## src/rtl/mmio_uart_pkg.sv

```systemverilog
// Shared register map, STATUS bit positions and serializer states for the
// memory-mapped UART transmitter.
package mmio_uart_pkg;

    localparam logic [3:0] TXDATA_OFF  = 4'h0;
    localparam logic [3:0] STATUS_OFF  = 4'h4;
    localparam logic [3:0] BAUDDIV_OFF = 4'h8;

    localparam int ST_FULL    = 0;
    localparam int ST_EMPTY   = 1;
    localparam int ST_BUSY    = 2;
    localparam int ST_OVF     = 3;
    localparam int ST_IE      = 4;
    localparam int ST_CNT_LSB = 8;

    typedef enum logic [1:0] {
        IDLE,
        START,
        DATA,
        STOP
    } tx_state_t;

endpackage

```

## src/rtl/uart_tx_fifo.sv

```systemverilog
// Byte FIFO feeding the UART serializer. A push while full is still accepted
// when a pop happens in the same cycle, because that pop frees a slot.
module uart_tx_fifo #(
    parameter  int DEPTH = 16,
    localparam int AW    = $clog2(DEPTH)
) (
    input  logic          clk,
    input  logic          rst,
    input  logic          push,
    input  logic          pop,
    input  logic [7:0]    din,
    output logic [7:0]    dout,
    output logic          full,
    output logic          empty,
    output logic [AW:0]   count
);

    localparam logic [AW:0] MAX_COUNT = (AW+1)'(DEPTH);

    logic [7:0]    mem [DEPTH];
    logic [AW-1:0] wr_ptr;
    logic [AW-1:0] rd_ptr;
    logic          do_push;
    logic          do_pop;

    assign full    = (count == MAX_COUNT);
    assign empty   = (count == '0);
    assign do_pop  = pop & ~empty;
    assign do_push = push & (~full | do_pop);
    assign dout    = mem[rd_ptr];

    always_ff @(posedge clk) begin
        if (do_push) begin
            mem[wr_ptr] <= din;
        end
    end

    // Pointers wrap naturally because DEPTH is a power of two.
    always_ff @(posedge clk or negedge rst) begin
        if (!rst) begin
            wr_ptr <= '0;
            rd_ptr <= '0;
            count  <= '0;
        end else begin
            if (do_push) begin
                wr_ptr <= wr_ptr + AW'(1);
            end
            if (do_pop) begin
                rd_ptr <= rd_ptr + AW'(1);
            end
            case ({do_push, do_pop})
                2'b10:   count <= count + (AW+1)'(1);
                2'b01:   count <= count - (AW+1)'(1);
                default: count <= count;
            endcase
        end
    end

endmodule

```

## src/rtl/mmio_uart_tx.sv

```systemverilog
// MMIO UART transmitter: TXDATA/STATUS/BAUDDIV registers, TX FIFO and an 8N1
// serializer. Define MMIO_UART_IRQ_EN to enable the TX-empty interrupt.
module mmio_uart_tx
    import mmio_uart_pkg::*;
#(
    parameter int FIFO_DEPTH  = 16,
    parameter int DEFAULT_DIV = 434,
    parameter int DIV_W       = 16
) (
    input  logic        clk,
    input  logic        rst,
    input  logic        sel,
    input  logic        we,
    input  logic [3:0]  addr,
    input  logic [31:0] wdata,
    output logic [31:0] rdata,
    output logic        uart_tx,
    output logic        irq
);

    localparam int CW = $clog2(FIFO_DEPTH) + 1;

    tx_state_t        state;
    tx_state_t        state_n;
    logic             wr_acc;
    logic             rd_acc;
    logic             fifo_push;
    logic             fifo_pop;
    logic [7:0]       fifo_dout;
    logic             fifo_full;
    logic             fifo_empty;
    logic [CW-1:0]    fifo_count;
    logic             overflow;
    logic             ie_bit;
    logic [DIV_W-1:0] baud_div;
    logic [DIV_W-1:0] cur_div;
    logic [DIV_W-1:0] bit_cnt;
    logic             bit_done;
    logic             cnt_clr;
    logic [2:0]       bit_idx;
    logic [7:0]       shreg;
    logic             line_n;
    logic [31:0]      status;
    logic [31:0]      rd_val;
    logic             unused_wdata;

    assign wr_acc       = sel & we;
    assign rd_acc       = sel & ~we;
    assign fifo_push    = wr_acc && (addr == TXDATA_OFF);
    assign unused_wdata = ^wdata;

    uart_tx_fifo #(
        .DEPTH (FIFO_DEPTH)
    ) u_fifo (
        .clk   (clk),
        .rst   (rst),
        .push  (fifo_push),
        .pop   (fifo_pop),
        .din   (wdata[7:0]),
        .dout  (fifo_dout),
        .full  (fifo_full),
        .empty (fifo_empty),
        .count (fifo_count)
    );

    // Overflow is sticky; only a dropped byte sets it, only software clears it.
    always_ff @(posedge clk or negedge rst) begin
        if (!rst) begin
            overflow <= 1'b0;
        end else if (fifo_push && fifo_full && !fifo_pop) begin
            overflow <= 1'b1;
        end else if (wr_acc && (addr == STATUS_OFF) && wdata[ST_OVF]) begin
            overflow <= 1'b0;
        end
    end

    always_ff @(posedge clk or negedge rst) begin
        if (!rst) begin
            baud_div <= DIV_W'(DEFAULT_DIV);
        end else if (wr_acc && (addr == BAUDDIV_OFF)) begin
            baud_div <= (wdata[DIV_W-1:0] == '0) ? DIV_W'(1) : wdata[DIV_W-1:0];
        end
    end

`ifdef MMIO_UART_IRQ_EN
    logic tx_empty_ie;

    always_ff @(posedge clk or negedge rst) begin
        if (!rst) begin
            tx_empty_ie <= 1'b0;
        end else if (wr_acc && (addr == STATUS_OFF)) begin
            tx_empty_ie <= wdata[ST_IE];
        end
    end

    assign ie_bit = tx_empty_ie;
    assign irq    = tx_empty_ie & fifo_empty & (state == IDLE);
`else
    assign ie_bit = 1'b0;
    assign irq    = 1'b0;
`endif

    always_comb begin
        status                     = '0;
        status[ST_FULL]            = fifo_full;
        status[ST_EMPTY]           = fifo_empty;
        status[ST_BUSY]            = (state != IDLE);
        status[ST_OVF]             = overflow;
        status[ST_IE]              = ie_bit;
        status[ST_CNT_LSB +: 8]    = 8'(fifo_count);
    end

    always_comb begin
        rd_val = '0;
        case (addr)
            STATUS_OFF:  rd_val = status;
            BAUDDIV_OFF: rd_val = 32'(baud_div);
            default:     rd_val = '0;
        endcase
    end

    always_ff @(posedge clk or negedge rst) begin
        if (!rst) begin
            rdata <= '0;
        end else if (rd_acc) begin
            rdata <= rd_val;
        end
    end

    // The divider is sampled into cur_div at every bit boundary, so a BAUDDIV
    // write never stretches or shortens a bit already in flight.
    assign bit_done = (bit_cnt == cur_div - DIV_W'(1));
    assign cnt_clr  = (state == IDLE) | bit_done;

    always_ff @(posedge clk or negedge rst) begin
        if (!rst) begin
            state <= IDLE;
        end else begin
            state <= state_n;
        end
    end

    always_comb begin
        state_n  = state;
        fifo_pop = 1'b0;
        line_n   = 1'b1;
        case (state)
            IDLE: begin
                if (!fifo_empty) begin
                    fifo_pop = 1'b1;
                    state_n  = START;
                end
            end
            START: begin
                line_n = 1'b0;
                if (bit_done) begin
                    state_n = DATA;
                end
            end
            DATA: begin
                line_n = shreg[0];
                if (bit_done && (bit_idx == 3'd7)) begin
                    state_n = STOP;
                end
            end
            STOP: begin
                if (bit_done) begin
                    if (!fifo_empty) begin
                        fifo_pop = 1'b1;
                        state_n  = START;
                    end else begin
                        state_n = IDLE;
                    end
                end
            end
            default: state_n = IDLE;
        endcase
    end

    // uart_tx is registered from line_n, so the line trails the state by one
    // clock but can never glitch.
    always_ff @(posedge clk or negedge rst) begin
        if (!rst) begin
            bit_cnt <= '0;
            cur_div <= DIV_W'(DEFAULT_DIV);
            bit_idx <= '0;
            shreg   <= '0;
            uart_tx <= 1'b1;
        end else begin
            uart_tx <= line_n;
            if (cnt_clr) begin
                bit_cnt <= '0;
                cur_div <= baud_div;
            end else begin
                bit_cnt <= bit_cnt + DIV_W'(1);
            end
            if (fifo_pop) begin
                shreg <= fifo_dout;
            end else if ((state == DATA) && bit_done) begin
                shreg <= {1'b0, shreg[7:1]};
            end
            if (state == START) begin
                bit_idx <= '0;
            end else if ((state == DATA) && bit_done) begin
                bit_idx <= bit_idx + 3'd1;
            end
        end
    end

endmodule

```

## config.mk

```make
export PLATFORM = sky130hd
export DESIGN_NAME = mmio_uart_tx
export DESIGN_NICKNAME = d
export VERILOG_FILES = /design/src/rtl/mmio_uart_pkg.sv /design/src/rtl/uart_tx_fifo.sv /design/src/rtl/mmio_uart_tx.sv
export SDC_FILE = /design/constraint.sdc
export NUM_CORES = 1
export LEC_CHECK = 0
export CORE_ASPECT_RATIO = 1.25
export CORE_MARGIN = 2
export CORE_UTILIZATION = 45
export CTS_CLUSTER_DIAMETER = 150
export DETAILED_ROUTE_END_ITERATION = 10
export SLEW_MARGIN = 20
export SYNTH_ARGS = -nofsm -noshare
export SYNTH_HDL_FRONTEND = slang
export SYNTH_SLANG_ARGS = --single-unit
```

## constraint.sdc

```tcl
create_clock -name clk -period 5.35 [get_ports clk]
set_input_delay 0.8025 -clock clk [delete_from_list [all_inputs] [get_ports clk]]
set_output_delay 0.8025 -clock clk [all_outputs]
set_load 0.05 [all_outputs]
```

==> implementation parameters, run 1 <==
Parameter                              Value

Routing
  Router iterations before antenna repair ... 4
  # DRC ... 0
  First DRT Iteration DRCs ... 444
  Wire length per cell ... 20.0 µm
  Vias per std cell ... 5.56
  Final Routed Wirelength ... 21.6 mm
  Number of routed nets with antenna violations ... 0
  Vias post-DR ... 6002

Die
  Die Area ... 23500 µm²
  Die span in y ... 171 µm
  Cell Rows ... 61
  Initial core utilization ... 45.5%
  Placeable core region ... 22100 µm²
  Chip width ... 138 µm
  I/O pin count ... 74

Clock tree
  Clock input transition at the sequential cells of the worst setup and hold paths ... 60 ps
  Clk sink count ... 220
  H-Tree Depth ... 1
  Number of gates resized after CTS ... 0
  Maximum buffer depth of the clock tree ... 3
  Hold_buf cts ... 0
  Number of buffers inserted to repair setup after CTS ... 0
  Total clock buffers created by CTS ... 22
  Clock Latency Late Sink ... 510 ps
  Cell chosen for the clock root ... sky130_fd_sc_hd__clkbuf_16
  Clock tree from TritonCTS ... yes

Worst setup path
  WS Path Type ... reg -> reg
  Worst path arrival time ... 5020 ps
  Worst-path maximum fanout ... 11
  Worst endpoint required time ... 5790 ps
  Reg2Reg Setup Slack ... 770 ps
  Number of cells on the worst reg-to-reg path ... 15
  Category of the worst setup path launch point ... register
  End of the worst register-to-register path ... u_fifo.count[4]
  Source of the worst register-to-register timing path ... cur_div[0]
  Nature of the critical path endpoint ... register

Yosys
  Register area share after synthesis ... 61.4%
  Share of synthesized registers carrying an async set or reset ... 41.8%
  Number of unique standard cell types used by synthesis ... 69
  Register bit count reported by yosys ... 220
  Share of Yosys cell area claimed by the top area cell type ... 38.3%
  Number of warning messages in the yosys log ... 0
  Most frequently used flop master after synthesis ... sky130_fd_sc_hd__edfxtp_1
  Cell area after technology mapping ... 10000 µm²
  Count of mapped cells out of synthesis ... 735
  Post-Syn Area per Cell ... 13.6 µm²
  Cell types occupying the most area after synthesis ... sky130_fd_sc_hd__edfxtp_1, sky130_fd_sc_hd__dfrtp_1, sky130_fd_sc_hd__mux4_2
  Cell type with the highest aggregate area in the netlist ... sky130_fd_sc_hd__edfxtp_1
  Number of enable-type register cells in the synthesized netlist ... 128

Placed design
  Total placed instance area ... 10700 µm²
  Total half-perimeter wirelength after legalization and detailed placement ... 14.7 mm
  GP Congestion ... 0.906
  Number of buffers inserted by port buffering ... 40

STA
  Unrepaired setup endpoints after global routing ... no
  Highest clock rate ... 218 MHz
  Total count of hold-check failures in the final report ... 0
  Final Hold Slack ... 216 ps
  Post-Route Setup TNS ... 0 ps
  Post-route clock skew ... 20.6 ps
  Max Transition Viols Final ... 0
  Final Setup Violations ... 0
  Min Clock Period, post-route ... 4580 ps
  Slew at the pin with the worst max-slew slack ... 996 ps
  Post-route clock period utilization ... 85.7%
  Slew HR ... 33.6%

Job
  Number of max-capacitance violations reported ... 0

Hold path
  Worst min-delay path category ... in -> async

Power
  Reported net switching power ... 1.85 mW
  Clock Power Share ... 26.6%
  Total leakage power ... 4.26 nW
  Switching part of the total power ... 34.3%
  Cell internal pwr ... 3.54 mW
  Total power ... 5.39 mW
  Power density cells ... 474 nW/µm²
  Peak supply drop ... 0.323 mV
  Combinational share of power ... 30.6%
  Sequential power share ... 42.8%

Cells and area
  Post-route cell area ... 11400 µm²
  Utilization after layout ... 51.6%
  Area growth from synthesis to layout ... 13.4%
  Fraction of layout cells with a size suffix above 1 ... 17.1%
  Number of nets in the layout ... 835
  Diodes inserted ... 0

Global route
  Total routing resource utilization after global routing ... 19.3%
  Pin count of the biggest net entering global routing ... 65
  Number of antenna violations at the first check in global routing ... 0
  Global-route wire length before repair ... 34.7 mm
  Number of global-route vias before repair ... 6281
  Total congestion overflow after global routing ... 0

Outcome
  Outcome ... complete, no violations
-- critical path: stages, from the launching register on --
cell	delay (ps)
sky130_fd_sc_hd__dfrtp_1	440
sky130_fd_sc_hd__inv_1	100
sky130_fd_sc_hd__ha_1	260
sky130_fd_sc_hd__nor3b_2	580
sky130_fd_sc_hd__and4_1	310
sky130_fd_sc_hd__a211oi_1	100
sky130_fd_sc_hd__a211oi_1	280
sky130_fd_sc_hd__nand4_1	260
sky130_fd_sc_hd__o21ai_2	640
sky130_fd_sc_hd__nand2b_1	170
sky130_fd_sc_hd__xnor2_1	160
sky130_fd_sc_hd__ha_1	210
sky130_fd_sc_hd__or3_1	360
sky130_fd_sc_hd__or3_1	310
sky130_fd_sc_hd__mux2i_1	170
sky130_fd_sc_hd__xor2_1	150
-- registers in the layout, indices dropped and copies added (netlist names), 2 cells and up --
| register | flops |
|---|---|
| u_fifo.count | 5 |
| u_fifo.mem | 128 |
| bit_cnt | 16 |
| cur_div | 16 |
| bit_idx | 3 |
| baud_div | 16 |
| shreg | 8 |
| state | 2 |
| u_fifo.rd_ptr | 4 |
| u_fifo.wr_ptr | 4 |
| rdata | 16 |
-- final cells by class --
class                   count  area, µm²
fillers                  1847      10700
flip-flops and latches    220       6160
multi-input cells         465       3600
clock buffers              29        587
repair buffers             58        533
well taps                 283        354
clock inverters            11       90.1
inverters                  14       52.6
-- how the worst max path moves through the flow --
stage	startpoint	to	slack, ps	cells past startpoint
floorplan	cur_div[0]	u_fifo.count[4]	1670	16
global route	cur_div[0]	u_fifo.count[4]	480	15
CTS	cur_div[0]	u_fifo.count[4]	780	15
finish	cur_div[0]	u_fifo.count[4]	770	15
detailed placement	cur_div[0]	u_fifo.count[4]	800	15
global placement	cur_div[0]	u_fifo.count[4]	1020	15
-- layout by cell type (no fill, tap or decap), drive strengths merged, types with 15 or more instances in the layout --
cell type and n:
nand3 20, buf 19, o21ai 35, xnor2 19, mux2 32, nor2 39
edfxtp 128, nor3 15, clkbuf 29, conb 17, mux2i 38, clkdlybuf4s50 39
nand2 61, dfrtp 81, mux4 22, xor2 24
-- per-layer routing --
layer	GRT usage, %	vias to the layer above	part of all wire, %
met2	33.4	133	51
met1	24.7	3029	42
met4	5.69	0	2.4
li1	-	2806	-
met3	3.29	34	4.6
met5	0	-	0
-- stage by stage --
step / setup WS, ps / std cells
after floorplan: 1670 / 751
after global placement: 1020 / 1040
after detailed placement: 798 / 1040
after CTS: 775 / 1080
after global routing: 481 / 1080
final: 766 / 1080
-- power by group through the flow --
stage,combinational (mW),sequential [mW],clock (mW)
finish,1.65,2.31,1.43
global route,1.81,2.35,1.54
CTS,1.67,2.31,1.47
detailed placement,1.67,2.35,0
global placement,1.62,2.33,0
floorplan,1.34,2.20,0
-- synth_stat cells (all sizes together), types with 7 or more instances --
cell type / n
edfxtp: 128
dfrtp: 81
nand2: 61
nor2: 39
mux2i: 38
o21ai: 35
mux2: 32
buf: 30
xor2: 24
clkbuf: 22
mux4: 22
nand3: 20
xnor2: 19
nor3: 15
ha: 14
inv: 13
o221ai: 12
dfstp: 11
a21oi: 10
nand2b: 8
nor4: 8
o22ai: 8
a22oi: 7
nand4: 7
nor4b: 7
-- kinds of logic (layout without fill, tap and decap cells) --
logic type / count (synthesis) / after routing / synth area share, %
AOI/OAI and AO/OA: 97 / 97 / 6.47
buffers and inverters: 66 / 112 / 3.59
and+or+nand+nor: 201 / 201 / 10.4
adders and majority gates: 14 / 14 / 1.75
muxes: 92 / 92 / 12.3
xor gates and xnor gates: 44 / 44 / 3.98
other: 1 / 17 / 0.0374
DFF: 220 / 220 / 61.4
(Power assumes the default switching activity.)
==> run 2, diff against run 1 <==
--- a/config.mk
+++ b/config.mk
@@ -7,9 +7,10 @@
 export LEC_CHECK = 0
 export CORE_ASPECT_RATIO = 1.25
 export CORE_MARGIN = 2
-export CORE_UTILIZATION = 45
+export CORE_UTILIZATION = 59
 export CTS_CLUSTER_DIAMETER = 150
 export DETAILED_ROUTE_END_ITERATION = 10
+export PLACE_DENSITY = 0.8
 export SLEW_MARGIN = 20
 export SYNTH_ARGS = -nofsm -noshare
 export SYNTH_HDL_FRONTEND = slang
==> run 2 against run 1 <==
  * Core utilization increased by 17 points
  * Maximum frequency grew 6.8%
  * Critical endpoint unchanged
  * Power increased by 3.7%
  * Largest power group unchanged
  * Die area fell by 23%
  * Highest routed layer unchanged
  * Clock power up 14%
==> implementation parameters, run 2 (synthesis results as in run 1) <==
Parameter                              Value

Outcome
  Outcome ... complete, no violations

Die
  Die span in y ... 150 µm
  Initial core utilization ... 60.0%
  Placeable core region ... 16700 µm²
  Chip width ... 121 µm
  Cell Rows ... 53
  Die Area ... 18100 µm²
  I/O pin count ... 74

Cells and area
  Number of nets in the layout ... 838
  Diodes inserted ... 0
  Post-route cell area ... 11400 µm²
  Combined flip-flop and latch cell area ... 6160 µm²
  Area growth from synthesis to layout ... 13.5%
  Utilization after layout ... 68.1%
  Filler cells ... 1147
  Max FFs per register ... 128
  Area used by multi-input combinational logic ... 3570 µm²
  Fraction of layout cells with a size suffix above 1 ... 16.8%
  Commonest cells after routing, fill and taps aside ... sky130_fd_sc_hd__edfxtp_1, sky130_fd_sc_hd__dfrtp_1, sky130_fd_sc_hd__nand2_1
  Final non-filler cell total ... 1019
  Most common cell after layout, fill and taps aside ... sky130_fd_sc_hd__edfxtp_1
  Largest register by flop count ... u_fifo.mem

Routing
  Router iterations before antenna repair ... 5
  Vias per std cell ... 6.14
  Vias post-DR ... 6252
  Number of routed nets with antenna violations ... 0
  # DRC ... 0
  Wire length per cell ... 21.3 µm
  First DRT Iteration DRCs ... 402
  Final Routed Wirelength ... 21.7 mm

Global route
  Met2 track demand over resource ... 44.9%
  Total congestion overflow after global routing ... 0
  Global-route wire length before repair ... 34.5 mm
  Total routing resource utilization after global routing ... 24.9%
  Number of global-route vias before repair ... 6401
  Grt met1 use ... 30.6%
  GRT busiest layer ... met2
  Number of antenna violations at the first check in global routing ... 0
  Pin count of the biggest net entering global routing ... 64
  Global-route track usage on met3 ... 3.58%

Worst setup path
  Worst endpoint required time ... 5770 ps
  Number of cells on the worst reg-to-reg path ... 16
  End of the worst register-to-register path ... u_fifo.count[4]
  Worst-path maximum fanout ... 10
  WS Path Type ... reg -> reg
  Source of the worst register-to-register timing path ... cur_div[0]
  Nature of the critical path endpoint ... register
  Worst path arrival time ... 4710 ps
  Category of the worst setup path launch point ... register
  Reg2Reg Setup Slack ... 1060 ps

STA
  PnR worst setup slack ... 1060 ps
  Total count of hold-check failures in the final report ... 0
  Final Setup Violations ... 0
  Slew HR ... 29.8%
  Final Hold Slack ... 220 ps
  Highest clock rate ... 233 MHz
  Post-route clock period utilization ... 80.2%
  Max Transition Viols Final ... 0
  Slew at the pin with the worst max-slew slack ... 1050 ps
  Post-route clock skew ... 10.8 ps
  Post-Route Setup TNS ... 0 ps
  Unrepaired setup endpoints after global routing ... no
  Min Clock Period, post-route ... 4290 ps

Clock tree
  Number of buffers inserted to repair setup after CTS ... 0
  Number of gates resized after CTS ... 0
  Total clock buffers created by CTS ... 21
  H-Tree Depth ... 1
  Clock tree from TritonCTS ... yes
  Clock input transition at the sequential cells of the worst setup and hold paths ... 70 ps
  Cell chosen for the clock root ... sky130_fd_sc_hd__clkbuf_16
  Maximum buffer depth of the clock tree ... 3
  Clock Latency Late Sink ... 500 ps
  Clk sink count ... 220
  Hold_buf cts ... 0

Power
  Peak supply drop ... 0.335 mV
  Power density cells ... 491 nW/µm²
  Total power ... 5.59 mW
  Total leakage power ... 4.32 nW

Placed design
  Cell count after placement ... 981
  Placement-stage worst setup slack ... 1140 ps
  Total half-perimeter wirelength after legalization and detailed placement ... 14.4 mm
  Total placed instance area ... 10600 µm²
  GP Congestion ... 0.829
  Number of buffers inserted by port buffering ... 40

Hold path
  Worst min-delay path category ... in -> async

Job
  Number of max-capacitance violations reported ... 0
## run 2: worst max path at each step
stage,from,to,slack (ps),cells past startpoint
6_report,cur_div[0],u_fifo.count[4],1060,16
5_1_grt,cur_div[0],u_fifo.count[4],760,16
4_1_cts,cur_div[0],u_fifo.count[4],1080,16
3_5_place_dp,cur_div[0],u_fifo.count[4],1140,16
3_3_place_gp,cur_div[0],u_fifo.count[4],1170,16
2_1_floorplan,cur_div[0],u_fifo.count[4],1670,16
## run 2: cell type report
type,instances,area share [%]
Sequential cell,220,54.1
Multi-Input combinational cell,465,31.4
Timing Repair Buffer,62,4.95
Clock buffer,25,4.75
Tap cell,220,2.42
Clock inverter,13,1.97
Inverter,14,0.462
## run 2: power by group
part           switching [mW]  internal [mW]  leakage, nW
Clock                   0.615           1.02        0.367
Sequential              0.334           2.00         2.32
Combinational           0.873          0.752         1.62
Total                    1.82           3.77         4.32
## run 2: worst max-delay path: stages, from the launching register on
cell                       delay, ps
sky130_fd_sc_hd__dfrtp_1         440
sky130_fd_sc_hd__inv_1           110
sky130_fd_sc_hd__ha_1            250
sky130_fd_sc_hd__nor3b_2         560
sky130_fd_sc_hd__and4_1          300
sky130_fd_sc_hd__a211oi_1         90
sky130_fd_sc_hd__a211oi_1        270
sky130_fd_sc_hd__nand4_1         260
sky130_fd_sc_hd__o21ai_2         250
sky130_fd_sc_hd__buf_4           240
sky130_fd_sc_hd__nand2b_1         90
sky130_fd_sc_hd__xnor2_1         130
sky130_fd_sc_hd__ha_1            210
sky130_fd_sc_hd__or3_1           360
sky130_fd_sc_hd__or3_1           310
sky130_fd_sc_hd__mux2i_1         180
sky130_fd_sc_hd__xor2_1          150
## run 2: per-layer routing
| layer | vias up | routed length (µm) |
|---|---|---|
| li1 | 2809 | - |
| met1 | 3134 | 8250 |
| met2 | 260 | 11600 |
| met3 | 49 | 1200 |
| met4 | 0 | 667 |
| met5 | - | 0 |
